`config.mk`:
```
export PLATFORM = sky130hd
export DESIGN_NAME = pwm_channel_ctrl
export DESIGN_NICKNAME = d
export VERILOG_FILES = /design/src/rtl/pwm_ctrl_pkg.sv /design/src/rtl/pwm_ctrl_channel_regs.sv /design/src/rtl/pwm_channel_ctrl.sv
export SDC_FILE = /design/constraint.sdc
export NUM_CORES = 1
export LEC_CHECK = 0
export CORE_ASPECT_RATIO = 2
export CORE_UTILIZATION = 35
export DETAILED_ROUTE_END_ITERATION = 8
export DONT_BUFFER_PORTS = 1
export PLACE_DENSITY_LB_ADDON = 0.05
export SETUP_SLACK_MARGIN = 0.02
export SLEW_MARGIN = 20
export SYNTH_ARGS = -nofsm -noshare
export SYNTH_HDL_FRONTEND = slang
export SYNTH_SLANG_ARGS = --single-unit
```
`constraint.sdc`:
```
create_clock -name clk_i -period 2.5 [get_ports clk_i]
set_clock_uncertainty 0.2 [all_clocks]
set_input_delay 0.375 -clock clk_i [delete_from_list [all_inputs] [get_ports clk_i]]
set_output_delay 0.375 -clock clk_i [all_outputs]
set_load 0.005 [all_outputs]
```
`src/rtl/pwm_ctrl_pkg.sv`:
```
`default_nettype none
// +-----------------------------------------------------------------+
// | pwm_ctrl_pkg : register map constants for the PWM channel ctrl   |
// | Rev 1.0                                                          |
// +-----------------------------------------------------------------+
package pwm_ctrl_pkg;

    typedef logic [2:0] reg_off_t;

    localparam reg_off_t c_OFF_CTRL   = 3'd0;
    localparam reg_off_t c_OFF_PERIOD = 3'd1;
    localparam reg_off_t c_OFF_STEP   = 3'd2;
    localparam reg_off_t c_OFF_THR1   = 3'd3;
    localparam reg_off_t c_OFF_THR2   = 3'd4;
    localparam reg_off_t c_OFF_INC    = 3'd5;
    localparam reg_off_t c_OFF_STATUS = 3'd6;

    localparam int c_CTRL_EN_BIT   = 0;
    localparam int c_CTRL_MODE_BIT = 1;
    localparam int c_CTRL_UPD_BIT  = 2;

    localparam int c_STAT_PEND_BIT = 0;
    localparam int c_STAT_EN_BIT   = 1;
    localparam int c_STAT_MODE_BIT = 2;

    localparam logic c_RSP_OK         = 1'b0;
    localparam logic c_RSP_ERR_DECODE = 1'b1;

endpackage : pwm_ctrl_pkg
`default_nettype wire

```
`src/rtl/pwm_ctrl_channel_regs.sv`:
```
`default_nettype none
// +-----------------------------------------------------------------+
// | pwm_ctrl_channel_regs : shadow/active registers of one channel   |
// | Rev 1.0                                                          |
// +-----------------------------------------------------------------+
module pwm_ctrl_channel_regs
    import pwm_ctrl_pkg::*;
#(
    parameter int Resolution = 32
) (
    input  logic                  clk_i,
    input  logic                  rst_ni,
    input  logic                  i_wr_en,
    input  logic [2:0]            i_off,
    input  logic [31:0]           i_wdata,
    input  logic                  i_period_end,
    output logic [31:0]           o_rdata,
    output logic                  o_enable,
    output logic                  o_mode,
    output logic [Resolution-1:0] o_period,
    output logic [Resolution-1:0] o_step,
    output logic [Resolution-1:0] o_thr1,
    output logic [Resolution-1:0] o_thr2,
    output logic [Resolution-1:0] o_inc,
    output logic                  o_commit
);

    logic                  r_sh_en;
    logic                  r_sh_mode;
    logic [Resolution-1:0] r_sh_period;
    logic [Resolution-1:0] r_sh_step;
    logic [Resolution-1:0] r_sh_thr1;
    logic [Resolution-1:0] r_sh_thr2;
    logic [Resolution-1:0] r_sh_inc;

    logic                  r_act_en;
    logic                  r_act_mode;
    logic [Resolution-1:0] r_act_period;
    logic [Resolution-1:0] r_act_step;
    logic [Resolution-1:0] r_act_thr1;
    logic [Resolution-1:0] r_act_thr2;
    logic [Resolution-1:0] r_act_inc;

    logic                  r_pending;
    logic                  r_commit;

    logic                  w_commit;
    logic                  w_set_update;
    logic [Resolution-1:0] w_data;

    assign w_data       = i_wdata[Resolution-1:0];
    // An idle channel has no period to protect, so it commits at once.
    assign w_commit     = r_pending && (!r_act_en || i_period_end);
    assign w_set_update = i_wr_en && (i_off == c_OFF_CTRL) && i_wdata[c_CTRL_UPD_BIT];

    always_ff @(posedge clk_i) begin
        if (!rst_ni) begin
            r_sh_en      <= 1'b0;
            r_sh_mode    <= 1'b0;
            r_sh_period  <= '0;
            r_sh_step    <= '0;
            r_sh_thr1    <= '0;
            r_sh_thr2    <= '0;
            r_sh_inc     <= '0;
            r_act_en     <= 1'b0;
            r_act_mode   <= 1'b0;
            r_act_period <= '0;
            r_act_step   <= '0;
            r_act_thr1   <= '0;
            r_act_thr2   <= '0;
            r_act_inc    <= '0;
            r_pending    <= 1'b0;
            r_commit     <= 1'b0;
        end else begin
            r_commit <= w_commit;

            if (w_commit) begin
                r_act_en     <= r_sh_en;
                r_act_mode   <= r_sh_mode;
                r_act_period <= r_sh_period;
                r_act_step   <= r_sh_step;
                r_act_thr1   <= r_sh_thr1;
                r_act_thr2   <= r_sh_thr2;
                r_act_inc    <= r_sh_inc;
            end

            if (i_wr_en) begin
                case (i_off)
                    c_OFF_CTRL: begin
                        r_sh_en   <= i_wdata[c_CTRL_EN_BIT];
                        r_sh_mode <= i_wdata[c_CTRL_MODE_BIT];
                    end
                    c_OFF_PERIOD: r_sh_period <= w_data;
                    c_OFF_STEP:   r_sh_step   <= w_data;
                    c_OFF_THR1:   r_sh_thr1   <= w_data;
                    c_OFF_THR2:   r_sh_thr2   <= w_data;
                    c_OFF_INC:    r_sh_inc    <= w_data;
                    default: ;
                endcase
            end

            // A fresh UPDATE wins over the clear from a simultaneous commit.
            if (w_set_update) begin
                r_pending <= 1'b1;
            end else if (w_commit) begin
                r_pending <= 1'b0;
            end
        end
    end

    always_comb begin
        o_rdata = '0;
        case (i_off)
            c_OFF_CTRL: begin
                o_rdata[c_CTRL_EN_BIT]   = r_sh_en;
                o_rdata[c_CTRL_MODE_BIT] = r_sh_mode;
            end
            c_OFF_PERIOD: o_rdata = 32'(r_sh_period);
            c_OFF_STEP:   o_rdata = 32'(r_sh_step);
            c_OFF_THR1:   o_rdata = 32'(r_sh_thr1);
            c_OFF_THR2:   o_rdata = 32'(r_sh_thr2);
            c_OFF_INC:    o_rdata = 32'(r_sh_inc);
            c_OFF_STATUS: begin
                o_rdata[c_STAT_PEND_BIT] = r_pending;
                o_rdata[c_STAT_EN_BIT]   = r_act_en;
                o_rdata[c_STAT_MODE_BIT] = r_act_mode;
            end
            default: o_rdata = '0;
        endcase
    end

    assign o_enable = r_act_en;
    assign o_mode   = r_act_mode;
    assign o_period = r_act_period;
    assign o_step   = r_act_step;
    assign o_thr1   = r_act_thr1;
    assign o_thr2   = r_act_thr2;
    assign o_inc    = r_act_inc;
    assign o_commit = r_commit;

endmodule : pwm_ctrl_channel_regs
`default_nettype wire

```
`src/rtl/pwm_channel_ctrl.sv`:
```
`default_nettype none
// +-----------------------------------------------------------------+
// | pwm_channel_ctrl : register port and safe-commit sequencer       |
// | Rev 1.0                                                          |
// +-----------------------------------------------------------------+
module pwm_channel_ctrl
    import pwm_ctrl_pkg::*;
#(
    parameter int NumCh      = 2,
    parameter int Resolution = 32,
    parameter int AddrW      = 6
) (
    input  logic                        clk_i,
    input  logic                        rst_ni,
    input  logic                        req_valid_i,
    output logic                        req_ready_o,
    input  logic                        req_we_i,
    input  logic [AddrW-1:0]            req_addr_i,
    input  logic [31:0]                 req_wdata_i,
    output logic                        rsp_valid_o,
    input  logic                        rsp_ready_i,
    output logic [31:0]                 rsp_rdata_o,
    output logic                        rsp_err_o,
    input  logic [NumCh-1:0]            ch_period_end_i,
    output logic [NumCh-1:0]            ch_enable_o,
    output logic [NumCh-1:0]            ch_mode_o,
    output logic [NumCh*Resolution-1:0] ch_period_o,
    output logic [NumCh*Resolution-1:0] ch_step_o,
    output logic [NumCh*Resolution-1:0] ch_thr1_o,
    output logic [NumCh*Resolution-1:0] ch_thr2_o,
    output logic [NumCh*Resolution-1:0] ch_inc_o,
    output logic [NumCh-1:0]            ch_commit_o
);

    localparam int c_IDX_W = AddrW - 3;

    logic               r_rsp_valid;
    logic [31:0]        r_rsp_rdata;
    logic               r_rsp_err;

    logic               w_accept;
    logic               w_wr_any;
    logic               w_ch_ok;
    logic [c_IDX_W-1:0] w_ch_idx;
    logic [2:0]         w_off;
    logic [31:0]        w_rd_sel;
    logic [31:0]        w_rdata_ch [NumCh];

    assign w_ch_idx    = req_addr_i[AddrW-1:3];
    assign w_off       = req_addr_i[2:0];
    assign w_ch_ok     = int'(w_ch_idx) < NumCh;
    assign req_ready_o = !r_rsp_valid || rsp_ready_i;
    assign w_accept    = req_valid_i && req_ready_o;
    assign w_wr_any    = w_accept && req_we_i && w_ch_ok;

    for (genvar c = 0; c < NumCh; c++) begin : g_ch
        logic w_wr_en;
        assign w_wr_en = w_wr_any && (int'(w_ch_idx) == c);

        pwm_ctrl_channel_regs #(
            .Resolution (Resolution)
        ) u_regs (
            .clk_i        (clk_i),
            .rst_ni       (rst_ni),
            .i_wr_en      (w_wr_en),
            .i_off        (w_off),
            .i_wdata      (req_wdata_i),
            .i_period_end (ch_period_end_i[c]),
            .o_rdata      (w_rdata_ch[c]),
            .o_enable     (ch_enable_o[c]),
            .o_mode       (ch_mode_o[c]),
            .o_period     (ch_period_o[c*Resolution +: Resolution]),
            .o_step       (ch_step_o[c*Resolution +: Resolution]),
            .o_thr1       (ch_thr1_o[c*Resolution +: Resolution]),
            .o_thr2       (ch_thr2_o[c*Resolution +: Resolution]),
            .o_inc        (ch_inc_o[c*Resolution +: Resolution]),
            .o_commit     (ch_commit_o[c])
        );
    end

    always_comb begin
        w_rd_sel = '0;
        for (int c = 0; c < NumCh; c++) begin
            if (int'(w_ch_idx) == c) begin
                w_rd_sel = w_rdata_ch[c];
            end
        end
    end

    // Response register holds its contents until the consumer takes it.
    always_ff @(posedge clk_i) begin
        if (!rst_ni) begin
            r_rsp_valid <= 1'b0;
            r_rsp_rdata <= '0;
            r_rsp_err   <= c_RSP_OK;
        end else if (w_accept) begin
            r_rsp_valid <= 1'b1;
            r_rsp_rdata <= (req_we_i || !w_ch_ok) ? 32'd0 : w_rd_sel;
            r_rsp_err   <= w_ch_ok ? c_RSP_OK : c_RSP_ERR_DECODE;
        end else if (rsp_ready_i) begin
            r_rsp_valid <= 1'b0;
        end
    end

    assign rsp_valid_o = r_rsp_valid;
    assign rsp_rdata_o = r_rsp_rdata;
    assign rsp_err_o   = r_rsp_err;

endmodule : pwm_channel_ctrl
`default_nettype wire

```
==> flow_summary_export.csv, run 1 <==
group,metric,value,unit
status,outcome,"finished with violations",
status,violations,"hold timing",
setup_path,cp_num_buf_inv,3,
clocking,clk_pin_slew_worst_paths,0.07,ns
floorplanning,fp.dieW,197,µm
route,drt_iter0_markers,1661,
placed_design,dp_hpwl,85700,µm
flow_run,drv_cap,0,
setup_path,cp-start-kind,"input pin",
sta,tns,0,ns
sta,worstMarginPinSlew,1.26,ns
setup_path,crit_family,"buffers and inverters",
setup_path,critPathMaxFanout,54,
synthesis,synth_nets,3098,
floorplanning,num_io_pins,406,
clocking,cts_tree,"built",
power_and_ir_drop,total_power,0.0222,W
synthesis,synth_top_area_share,51.7,%
floorplanning,rows,142,
final_layout,fin_nets,3357,
setup_path,critPathSlowestCell,"dlygate4sd3_1",
floorplanning,initial_core_util,35.4,%
clocking,clk-insertion-delay-late,0.66,ns
setup_path,cp-end-kind,"register",
placed_design,gp_congestion,0.958,
final_layout,fillers,7620,
sta,final_max_slew_viol_count,0,
route,drc,0,
final_layout,final_common_cell,"nand2_1",
clocking,h-tree-depth,3,
final_layout,layout_common_cells,"nand2_1 (728), dfxtp_1 (683), dlygate4sd3_1 (360)",
setup_path,max_stage_delay,0.59,ns
min_path,min_path_type,"in -> reg",
route,routedWlPerCell,28.4,µm
sta,final_hold_viol_count,98,
min_path,min_to,"g_ch[1].u_regs.r_sh_thr1[1]",
setup_path,crit_required,2.90,ns
floorplanning,dieArea,0.0770,mm²
global_route,grt_max_degree,696,
floorplanning,die_y,392,µm
clocking,numClockSinks,686,
min_path,hp-start,"rst_ni",
floorplanning,core-area,0.0750,mm²
global_route,antenna_found_initial,5,
setup_path,cp.arrival,2.80,ns
synthesis,yosysTopAreaCell,"dfxtp_1",
route,ant_nets,0,
power_and_ir_drop,power.leakage,12.1,nW
sta,whs,-0.266,ns
setup_path,crit_top_cell,"dlygate4sd3_1",
synthesis,synth-main-ff-cell,"dfxtp_1",
sta,period_needed,2.40,ns
clocking,cts.root.buffer_cell,"clkbuf_16",
synthesis,postSynthAreaPerCell,8.70,µm²
setup_path,r2r_end,"g_ch[0].u_regs.o_step[28]",
synthesis,ys_ff_latch,686,
power_and_ir_drop,peakVddDrop,458,µV
synthesis,syn_inst,3053,
synthesis,seq_area_frac_synth,51.7,%
sta,clock.fmax,0.417,GHz
synthesis,syn_area,0.0266,mm²
global_route,track_usage,31.8,%
final_layout,areaGrowthSynthToFinish,25.5,%
setup_path,r2r_slack,0.11,ns
global_route,globalRouteOverflowTotal,0,
global_route,first_global_vias,23400,
clocking,numCtsBuffers,67,
clocking,clockBufferDepth,3,
route,dr.pass1.iters,5,
power_and_ir_drop,p_per_area,667,mW/mm²
setup_path,r2r_cells,6,
min_path,holdPathStages,2,
synthesis,yosysUniqueCellTypes,48,
sta,fin_crit_sh,95.9,%
synthesis,synth_edf_count,0,
setup_path,critical_path_class,"in -> reg",
synthesis,synthTopCellsByArea,"dfxtp_1 (52%), nand2_1 (10%), a21boi_0 (9.1%), nand3_1 (6.2%), o21ai_1 (4.0%)",
route,vias,23800,
setup_path,crit_chain,"dlygate4sd3_1, nand2b_2, and2_4, buf_12, nand2_1, a21boi_0, dlygate4sd3_1",
setup_path,r2r-start,"g_ch[0].u_regs.o_enable",
global_route,grt_first_pass_wirelength,173000,µm
sta,rsz0062_at_grt,"no",
synthesis,synthArstFlopShare,0,%
sta,finalSetupViolCount,0,
route,wirelength,124000,µm
final_layout,drive_gt1_share,8.34,%
sta,max-slew-margin-rel,16.3,%
placed_design,io_buffers,0,
route,viasPerCell,5.44,
synthesis,ys_warn_count,0,
final_layout,diodes,0,
[area by class of cell]
cell class	instances	area (µm²)	share of cell area [%]
timing repair buffer	473	4760	14.3
sequential	686	13700	41.2
tap	1008	1260	3.79
inverter	4	15.0	0.0451
clock inverter	8	72.6	0.218
clock buffer	106	2120	6.36
multi-input combinational	2080	11300	34.1
[through the flow]
| step | utilization, % | hold WS, ns | area [µm²] | cells | worst slack, ns |
|---|---|---|---|---|---|
| after detailed placement | 36.5 | 0.270 | 27400 | 3883 | 0.0611 |
| after CTS | 44.0 | -0.313 | 33000 | 4337 | 0.0232 |
| after global routing | 44.4 | -0.310 | 33300 | 4365 | 0.0442 |
| after floorplan | - | 0.246 | 26600 | 3053 | 0.667 |
| after global placement | 36.5 | 0.261 | 27400 | 3883 | 0.0709 |
| final | 44.4 | -0.266 | 33300 | 4365 | 0.102 |
[worst max-delay path by stage]
stage / from / end / slack (ns) / depth (start not counted)
floorplan: req_addr_i[2] / rsp_rdata_o[11] / 0.67 / 6
global placement: req_addr_i[2] / rsp_rdata_o[14] / 0.07 / 7
detailed placement: req_addr_i[2] / rsp_rdata_o[14] / 0.06 / 7
CTS: req_addr_i[0] / rsp_rdata_o[0] / 0.02 / 5
global route: ch_period_end_i[1] / g_ch[1].u_regs.o_thr1[1] / 0.04 / 7
finish: ch_period_end_i[0] / g_ch[0].u_regs.o_step[28] / 0.10 / 7
[synth_stat cells (22+ instances only)]
cell	n
buf_6	43
clkbuf_1	122
a21boi_0	323
dfxtp_1	686
nor2_1	22
buf_1	43
a221o_1	26
nand3_1	329
o21ai_0	127
a21oi_1	39
o22ai_1	22
a22oi_1	59
o21ai_1	214
mux2_2	37
buf_2	57
nand2_1	730
[cell families after synthesis]
family | synth area share, %
AOI/OAI and AO/OA | 22.2
buffers and inverters | 5.80
DFF | 51.7
muxes | 2.40
and+or+nand+nor | 17.9
[per-layer routing]
metal | track usage (%) | vias up | routed length, µm
met5 | 0 | - | 13
met4 | 24.8 | 2 | 10900
met3 | 7.50 | 270 | 8720
met2 | 55.7 | 923 | 61700
met1 | 32.3 | 11400 | 42500
li1 | - | 11100 | -
[what timing repair did]
action | 4_1_cts | 5_1_grt
hold endpoints to repair | 686 | 256
hold buffers | 340 | 24
endpoints found under the setup margin | 0 | 199
resized for setup | 0 | 11
buffers inserted | 0 | 4
[power breakdown]
group / internal (W) / total [W] / switching, W
Clock: 0.00590 / 0.0105 / 0.00456
Sequential: 0.0109 / 0.0110 / 0.0000281
Combinational: 0.000264 / 0.000795 / 0.000531
(Power assumes the default switching activity.)
==> inputs of run 2 (changes only) <==
--- a/config.mk
+++ b/config.mk
@@ -9,9 +9,10 @@
 export CORE_UTILIZATION = 35
 export DETAILED_ROUTE_END_ITERATION = 8
 export DONT_BUFFER_PORTS = 1
+export MAX_ROUTING_LAYER = met4
 export PLACE_DENSITY_LB_ADDON = 0.05
 export SETUP_SLACK_MARGIN = 0.02
-export SLEW_MARGIN = 20
+export SLEW_MARGIN = 5
 export SYNTH_ARGS = -nofsm -noshare
 export SYNTH_HDL_FRONTEND = slang
 export SYNTH_SLANG_ARGS = --single-unit
==> constraint.sdc (replaced) <==
create_clock -name clk_i -period 3 [get_ports clk_i]
set_clock_uncertainty 0.2 [all_clocks]
set_input_delay 0.45 -clock clk_i [delete_from_list [all_inputs] [get_ports clk_i]]
set_output_delay 0.45 -clock clk_i [all_outputs]
set_load 0.005 [all_outputs]
==> run 2 against run 1 <==
Worst hold slack better by 0.30 ns. Via count increased by 2.6%. Non-clock buffer count increased by 92. Utilization is 1.2 points higher. Wire length up 0.17%. Global-route usage increased by 1.1 points. Critical path type is now reg -> reg. Power fell by 17%. The flow now finishes without violations. Die area unchanged.
==> flow_summary_export.csv, run 2 (synthesized netlist as in run 1, its figures left out) <==
group,metric,value,unit
status,outcome,"completed",
floorplanning,initial_core_util,35.4,%
placed_design,gp_congestion,0.931,
route,viasPerCell,5.47,
sta,rsz0062_at_grt,"no",
setup_path,cp-start-kind,"register",
sta,finalSetupViolCount,0,
sta,period_needed,2.80,ns
final_layout,final_common_cell,"nand2_1",
setup_path,crit_required,3.28,ns
global_route,grt_first_pass_wirelength,175000,µm
final_layout,drive_gt1_share,6.43,%
route,ant_nets,0,
global_route,antenna_found_initial,2,
flow_run,drv_cap,0,
final_layout,fin_util,45.6,%
min_path,min_path_type,"in -> reg",
route,drt_iter0_markers,1440,
sta,final_hold_viol_count,0,
clocking,numCtsBuffers,67,
sta,clock.fmax,0.357,GHz
placed_design,place_ws,0.564,ns
route,dr.pass1.iters,5,
sta,fin_crit_sh,93.4,%
global_route,first_global_vias,24600,
clocking,clockBufferDepth,3,
setup_path,critPathMaxFanout,64,
sta,tns,0,ns
setup_path,cp.arrival,3.08,ns
clocking,clk-insertion-delay-late,0.65,ns
floorplanning,rows,142,
route,drc,0,
clocking,post-cts-setup-buffers,0,
power_and_ir_drop,p_per_area,540,mW/mm²
power_and_ir_drop,total_power,0.0185,W
placed_design,io_buffers,0,
floorplanning,fp.dieW,197,µm
power_and_ir_drop,peakVddDrop,412,µV
global_route,globalRouteOverflowTotal,0,
global_route,grt_max_degree,528,
sta,setup_slack,0.199,ns
sta,max-slew-margin-rel,18.8,%
floorplanning,dieArea,0.0770,mm²
min_path,holdPathStages,4,
clocking,numClockSinks,686,
setup_path,cp-end-kind,"register",
clocking,clk_pin_slew_worst_paths,0.06,ns
setup_path,r2r_cells,7,
final_layout,fillers,7537,
route,wirelength,124000,µm
floorplanning,core-area,0.0750,mm²
final_layout,layout_common_cells,"nand2_1 (728), dfxtp_1 (686), dlygate4sd3_1 (509)",
floorplanning,die_y,392,µm
clocking,cts.root.buffer_cell,"clkbuf_16",
final_layout,areaGrowthSynthToFinish,28.7,%
route,vias,24400,
power_and_ir_drop,power.leakage,11.3,nW
route,routedWlPerCell,27.8,µm
clocking,h-tree-depth,3,
placed_design,dp_hpwl,81800,µm
sta,final_max_slew_viol_count,0,
setup_path,critical_path_class,"reg -> reg",
global_route,track_usage,32.9,%
final_layout,fin_nets,3449,
floorplanning,num_io_pins,406,
clocking,cts_tree,"built",
sta,worstMarginPinSlew,1.22,ns
[run 2: worst paths after layout]
check / startpoint / endpoint / slack (ns)
worst max register to register: rsp_valid_o / g_ch[0].u_regs.r_sh_step[4] / 0.20
worst min register to register: g_ch[0].u_regs.r_sh_inc[11] / g_ch[0].u_regs.r_sh_inc[11] / 0.28
worst max-delay path: rsp_valid_o / g_ch[0].u_regs.r_sh_step[4] / 0.20
worst min-delay path: req_addr_i[5] / rsp_rdata_o[2] / 0.04
[run 2: worst max-delay path: stages (launching register included)]
cell           delay, ns
dfxtp_1             0.33
nand2b_2            0.20
nand4_4             0.19
or3_2               0.50
buf_4               0.34
nand3_1             0.18
dlygate4sd3_1       0.59
o21ai_1             0.06
[run 2: timing repair]
item                                   4_1_cts  5_1_grt
endpoints found under the hold margin      685        0
gates resized for setup                      0        2
setup endpoints to repair                    0        5
hold buffers                               511        0
[run 2: through the flow]
step,std cells,instance area [µm²],hold slack [ns]
floorplan,3053,26600,0.246
global placement,3832,26900,0.261
detailed placement,3832,26900,0.267
CTS,4459,34200,0.000812
global route,4460,34200,0.0515
finish,4461,34200,0.0376
[run 2: layer usage]
metal	vias to the layer above	share of wire, %	global-route usage, %
met3	297	6.6	7.09
met5	-	0	-
met2	890	50	56.0
met4	0	9.4	26.8
li1	11300	-	-
met1	11900	34	32.1
[run 2: power breakdown]
| part | total (W) | leakage [nW] | internal (W) | switching (W) |
|---|---|---|---|---|
| sequential | 0.00914 | 5.52 | 0.00912 | 0.0000211 |
| clock | 0.00869 | 1.07 | 0.00489 | 0.00380 |
| combinational | 0.000644 | 4.66 | 0.000182 | 0.000462 |
| total | 0.0185 | 11.3 | 0.0142 | 0.00428 |
[run 2: area by class of cell]
type | instances | area (µm²) | area share [%]
multi-input combinational | 2080 | 11300 | 33.2
clock inverter | 18 | 200 | 0.586
clock buffer | 98 | 1970 | 5.75
tap | 1008 | 1260 | 3.69
sequential | 686 | 13700 | 40.2
antenna | 2 | 5.00 | 0.0146
timing repair buffer | 565 | 5670 | 16.6
inverter | 4 | 15.0 | 0.0439
